**config.mk**
```make
export PLATFORM = sky130hd
export DESIGN_NAME = srt_divider_param
export DESIGN_NICKNAME = d
export VERILOG_FILES = /design/src/rtl/srt_divider_param.sv
export SDC_FILE = /design/constraint.sdc
export NUM_CORES = 2
export LEC_CHECK = 0
export BUFFER_PORTS_ARGS = -buffer_cell sky130_fd_sc_hd__buf_4
export CAP_MARGIN = 25
export CORE_MARGIN = 5
export CORE_UTILIZATION = 30
export DETAILED_ROUTE_END_ITERATION = 7
export PLACE_DENSITY = 0.51
export SYNTH_ARGS = -nofsm -noshare
export SYNTH_HDL_FRONTEND = slang
export SYNTH_SLANG_ARGS = --single-unit
```
**constraint.sdc**
```tcl
create_clock -name clk -period 12.5 [get_ports clk]
set_clock_uncertainty 0.2 [all_clocks]
set_input_delay 0.625 -clock clk [delete_from_list [all_inputs] [get_ports clk]]
set_output_delay 0.625 -clock clk [all_outputs]
set_load 0.05 [all_outputs]
```
**src/rtl/srt_divider_param.sv**
```systemverilog
// Radix-2 SRT iterative divider, signed/unsigned, fixed latency WIDTH+2.
// Redundant quotient digits {-1,0,+1} are resolved in a single correction cycle.
module srt_divider_param #(
  parameter int WIDTH = 32
) (
  input  logic             clk,
  input  logic             reset,
  input  logic             start,
  input  logic             signed_mode,
  input  logic [WIDTH-1:0] dividend,
  input  logic [WIDTH-1:0] divisor,
  output logic             ready,
  output logic             busy,
  output logic             valid,
  output logic [WIDTH-1:0] quotient,
  output logic [WIDTH-1:0] remainder,
  output logic             div_by_zero,
  output logic             overflow
);
  localparam int W  = WIDTH;
  localparam int SW = $clog2(W);

  localparam logic [2:0] IDLE = 3'd0;
  localparam logic [2:0] NORM = 3'd1;
  localparam logic [2:0] ITER = 3'd2;
  localparam logic [2:0] CORR = 3'd3;
  localparam logic [2:0] DONE = 3'd4;

  localparam logic [W-1:0] MINV = {1'b1, {(W-1){1'b0}}};

  logic [2:0]    state;
  logic          smode;
  logic [W-1:0]  a, b;
  logic [W+1:0]  p;
  logic [W-1:0]  x, d, qp, qn;
  logic [SW-1:0] sh, cnt;
  logic          negq, negr, dz, ov;

  logic [W-1:0]   am, bm, dn;
  logic [SW-1:0]  nsh;
  logic [2*W-1:0] r2;

  assign am = (smode && a[W-1]) ? -a : a;
  assign bm = (smode && b[W-1]) ? -b : b;

  always_comb begin
    nsh = '0;
    for (int i = 0; i < W; i++)
      if (bm[i]) nsh = SW'(W - 1 - i);
  end

  // Scaling the dividend by the same shift keeps the integer quotient
  // and leaves the remainder scaled by 2^sh.
  assign dn = bm << nsh;
  assign r2 = {{W{1'b0}}, am} << nsh;

  logic [W+1:0] t, pn;
  logic         qpos, qneg;

  assign t    = {p[W:0], x[W-1]};
  assign qpos = !t[W+1] && (t[W] || t[W-1]);
  assign qneg = t[W+1] && !(t[W] && t[W-1]);
  assign pn   = qpos ? t - {2'b00, d} :
                qneg ? t + {2'b00, d} : t;

  logic          pneg;
  logic [W-1:0]  rc, qf, rmag, qs, rs;

  assign pneg = p[W+1];
  assign rc   = p[W-1:0] + (pneg ? d : '0);
  assign qf   = qp - qn - W'(pneg);
  assign rmag = rc >> sh;
  assign qs   = negq ? -qf : qf;
  assign rs   = negr ? -rmag : rmag;

  assign ready = (state == IDLE) || (state == DONE);
  assign busy  = (state == NORM) || (state == ITER) || (state == CORR);
  assign valid = (state == DONE);

  always_ff @(posedge clk or posedge reset) begin
    if (reset) begin
      state       <= IDLE;
      smode       <= 1'b0;
      a           <= '0;
      b           <= '0;
      p           <= '0;
      x           <= '0;
      d           <= '0;
      qp          <= '0;
      qn          <= '0;
      sh          <= '0;
      cnt         <= '0;
      negq        <= 1'b0;
      negr        <= 1'b0;
      dz          <= 1'b0;
      ov          <= 1'b0;
      quotient    <= '0;
      remainder   <= '0;
      div_by_zero <= 1'b0;
      overflow    <= 1'b0;
    end else begin
      unique case (1'b1)
        (state == IDLE) || (state == DONE): begin
          if (start) begin
            smode <= signed_mode;
            a     <= dividend;
            b     <= divisor;
            state <= NORM;
          end else begin
            state <= IDLE;
          end
        end
        state == NORM: begin
          negq  <= smode && (a[W-1] ^ b[W-1]);
          negr  <= smode && a[W-1];
          dz    <= (b == '0);
          ov    <= smode && (a == MINV) && (b == '1);
          d     <= dn;
          p     <= {2'b00, r2[2*W-1:W]};
          x     <= r2[W-1:0];
          sh    <= nsh;
          cnt   <= '0;
          qp    <= '0;
          qn    <= '0;
          state <= ITER;
        end
        state == ITER: begin
          p   <= pn;
          x   <= x << 1;
          qp  <= {qp[W-2:0], qpos};
          qn  <= {qn[W-2:0], qneg};
          cnt <= cnt + 1'b1;
          if (cnt == SW'(W - 1)) state <= CORR;
        end
        state == CORR: begin
          quotient    <= dz ? '1 : ov ? MINV : qs;
          remainder   <= dz ? a : ov ? '0 : rs;
          div_by_zero <= dz;
          overflow    <= ov && !dz;
          state       <= DONE;
        end
        default: state <= IDLE;
      endcase
    end
  end
endmodule
```
==> metrics.md <==
| Metric | Value |
|---|---|
| CTS HTree Levels | 2 |
| Post-route ant nets | 0 |
| Pin count of the biggest net entering global routing | 78 |
| Placeable Area | 98000 um2 |
| Mapped Nets | 3905 |
| Highest-count cells in the layout ignoring fill and taps | nor2_1 (327), dfrtp_1 (310), o21ai_0 (278) |
| Max clock buf depth | 3 |
| DIE HEIGHT | 324 um |
| Number of global-route vias before repair | 28.1k |
| Sequential area share after synthesis | 0.263 |
| Congestion Overflow GR | 0 |
| Post-CTS Resized | 0 |
| Async S/R FF share, synth | 1.00 |
| Slew HR | 0.286 |
| CTS buffer count | 39 |
| Max reg flops | 34 |
| Vias | 28.8k |
| Mapped Area | 29500 um2 |
| Clock transition at the registers of the reported paths | 60 ps |
| Post-Route Setup TNS | 0 ps |
| CTS tree | built |
| Worst setup margin | 5700 ps |
| Area Growth Syn to Fin | 11.6% |
| Crit path arrival time | 7040 ps |
| Die Width | 324 um |
| TritonRoute pass-1 iters | 8 |
| Commonest non-fill, non-tap cell in the layout | nor2_1 |
| Yosys reg bits | 310 |
| Layout cell share with drive strength beyond 1 | 0.120 |
| Yosys cell types | 100 |
| Post-synth EDFFs | 0 |
| Min Tclk post-route | 6800 ps |
| Avg Synthesized Cell Area | 8.04 um2 |
| Top reg by flops | p |
| Max-slew violation count | 0 |
| Final-report setup violation count | 0 |
| Clk Latency, worst-skew pair | 600 ps |
| Tcrit/Tclk final | 0.544 |
| IO buf count | 136 |
| Ports | 137 |
| Die area | 105000 um2 |
| Worst slew pin tran | 1070 ps |
| Ys Warns | 0 |
| Fmax achieved | 147 MHz |
| Ys flop type | dfrtp_1 |
| Drt initial violations | 2612 |
| First-pass GRT wire length | 172 mm |
| GRT Overall Usage | 0.207 |
| Std cell rows | 115 |
| WL final | 112 mm |
| RSZ-0062 raised after global routing | false |
| Initial core utilization | 0.301 |
| Final GP Congestion | 0.953 |
| NumNets Final | 3887 |
| Remaining DRCs | 0 |
| Clock sinks | 310 |
| Critical Path RT | 12730 ps |
| Post-CTS Setup Bufs | 0 |
| Clock Tree Root | clkbuf_16 |
| Critical path class | reg2reg |
| Hold WS | 31.5 ps |
| Crit. End Element | flip-flop |
| Worst-path fanout max | 26 |
| Hold crit path type | in2reg |
| Wire per inst | 22.6 um |
| Outcome | completed |
| Cell count after synthesis | 3669 |
| Maxcap violations | 0 |
| Startpoint types | flip-flop |
| Vias per Instance | 5.80 |
| Post-place setup slack | 5720 ps |
| Initial antenna violation count | 2 |
| Final Hold Vio Count | 0 |
| Dpl hpwl | 85.7 mm |
## layer usage
metal  share of wire  routed length [um]  vias to the layer above  GRT usage
li1                -                   -                    13600          -
met1            0.43               48800                    14200      0.275
met2            0.48               54000                      860      0.353
met3           0.057                6440                      154     0.0297
met4           0.028                3120                        0     0.0554
met5               0                   0                        -          0
## timing repair
item	4_1_cts	5_1_grt
setup endpoints to repair	0	0
hold buffers	1	0
endpoints found under the hold margin	75	0
## final timing paths
path,from,to,slack (ps),depth (start not counted)
setup / recovery,p[33]$_DFFE_PP0P_,remainder[30]$_DFFE_PP0P_,5700,17
hold / removal,divisor[9],b[9]$_DFFE_PP0P_,30,3
setup reg to reg,p[33]$_DFFE_PP0P_,remainder[30]$_DFFE_PP0P_,5700,17
hold reg to reg,overflow$_DFFE_PP0P_,overflow$_DFFE_PP0P_,270,2
max in group asynchronous,reset,b[28]$_DFFE_PP0P_,9520,5
min in group asynchronous,reset,qp[7]$_DFFE_PP0P_,470,3
## layout make-up
type / count / area [um2]
antenna: 2 / 5.00
sequential: 310 / 7760
timing repair buffer: 186 / 1400
clock inverter: 17 / 175
tap: 1287 / 1610
inverter: 204 / 773
multi-input combinational: 2910 / 20100
clock buffer: 54 / 1120
fill: 10400 / 65000
## critical path, cell delays in order (launching register included)
cell,delay [ps]
dfrtp_1,470
inv_1,250
buf_4,330
nor2_1,80
ha_1,470
o211ai_1,230
or3_1,440
nor4b_1,630
nor2_1,250
a21oi_1,380
xor2_1,220
a221o_1,510
a221oi_1,440
nor3b_2,330
nand4_1,530
o41ai_1,640
xnor2_1,170
o22ai_1,90
## stage by stage
step	util	cells	cell area, um2
5_1_grt	0.336	4968	32900
3_5_place_dp	0.323	4895	31600
4_1_cts	0.336	4967	32900
3_3_place_gp	0.323	4895	31600
2_1_floorplan	-	3669	29500
6_report	0.336	4970	32900
## logic make-up (layout without fill, tap and decap cells)
logic type | count (synthesis) | count (layout) | synth area share
other | 0 | 2 | 0
XOR/XNOR | 178 | 178 | 0.0531
AND/OR/NAND/NOR | 1055 | 1055 | 0.170
flip-flops | 310 | 310 | 0.263
AO/OA/AOI/OAI | 1245 | 1245 | 0.285
buffers and inverters | 449 | 461 | 0.0591
adder cells (fa/ha/maj) | 168 | 168 | 0.0725
multiplexers | 264 | 264 | 0.0981
## cells in the mapped netlist, types with 17 or more instances
library cell / instances / area, um2
a211oi_1: 44 / 330
a21o_1: 47 / 353
a21oi_1: 244 / 1220
a221o_1: 23 / 230
a221oi_1: 23 / 201
a22o_1: 37 / 324
a22oi_1: 39 / 293
a31oi_1: 48 / 300
and2_1: 30 / 188
and3_1: 17 / 106
buf_2: 30 / 150
clkbuf_1: 196 / 736
dfrtp_1: 310 / 7760
ha_1: 163 / 2040
inv_1: 201 / 754
mux2_2: 109 / 1230
mux2i_1: 145 / 1450
nand2_1: 277 / 1040
nand2b_1: 27 / 169
nand3_1: 79 / 395
nand4_1: 45 / 282
nor2_1: 331 / 1240
nor3_1: 92 / 460
nor4_1: 24 / 150
o211ai_1: 37 / 278
o21a_1: 62 / 465
o21ai_0: 278 / 1390
o221ai_1: 30 / 263
o22ai_1: 102 / 638
o31ai_1: 39 / 293
or2_2: 20 / 125
or3_1: 40 / 250
xnor2_1: 107 / 937
xor2_1: 70 / 613
Power is left out: the tool's default activity adds up to more than one toggle a clock period on the data nets, which glitch-free logic cannot reach.
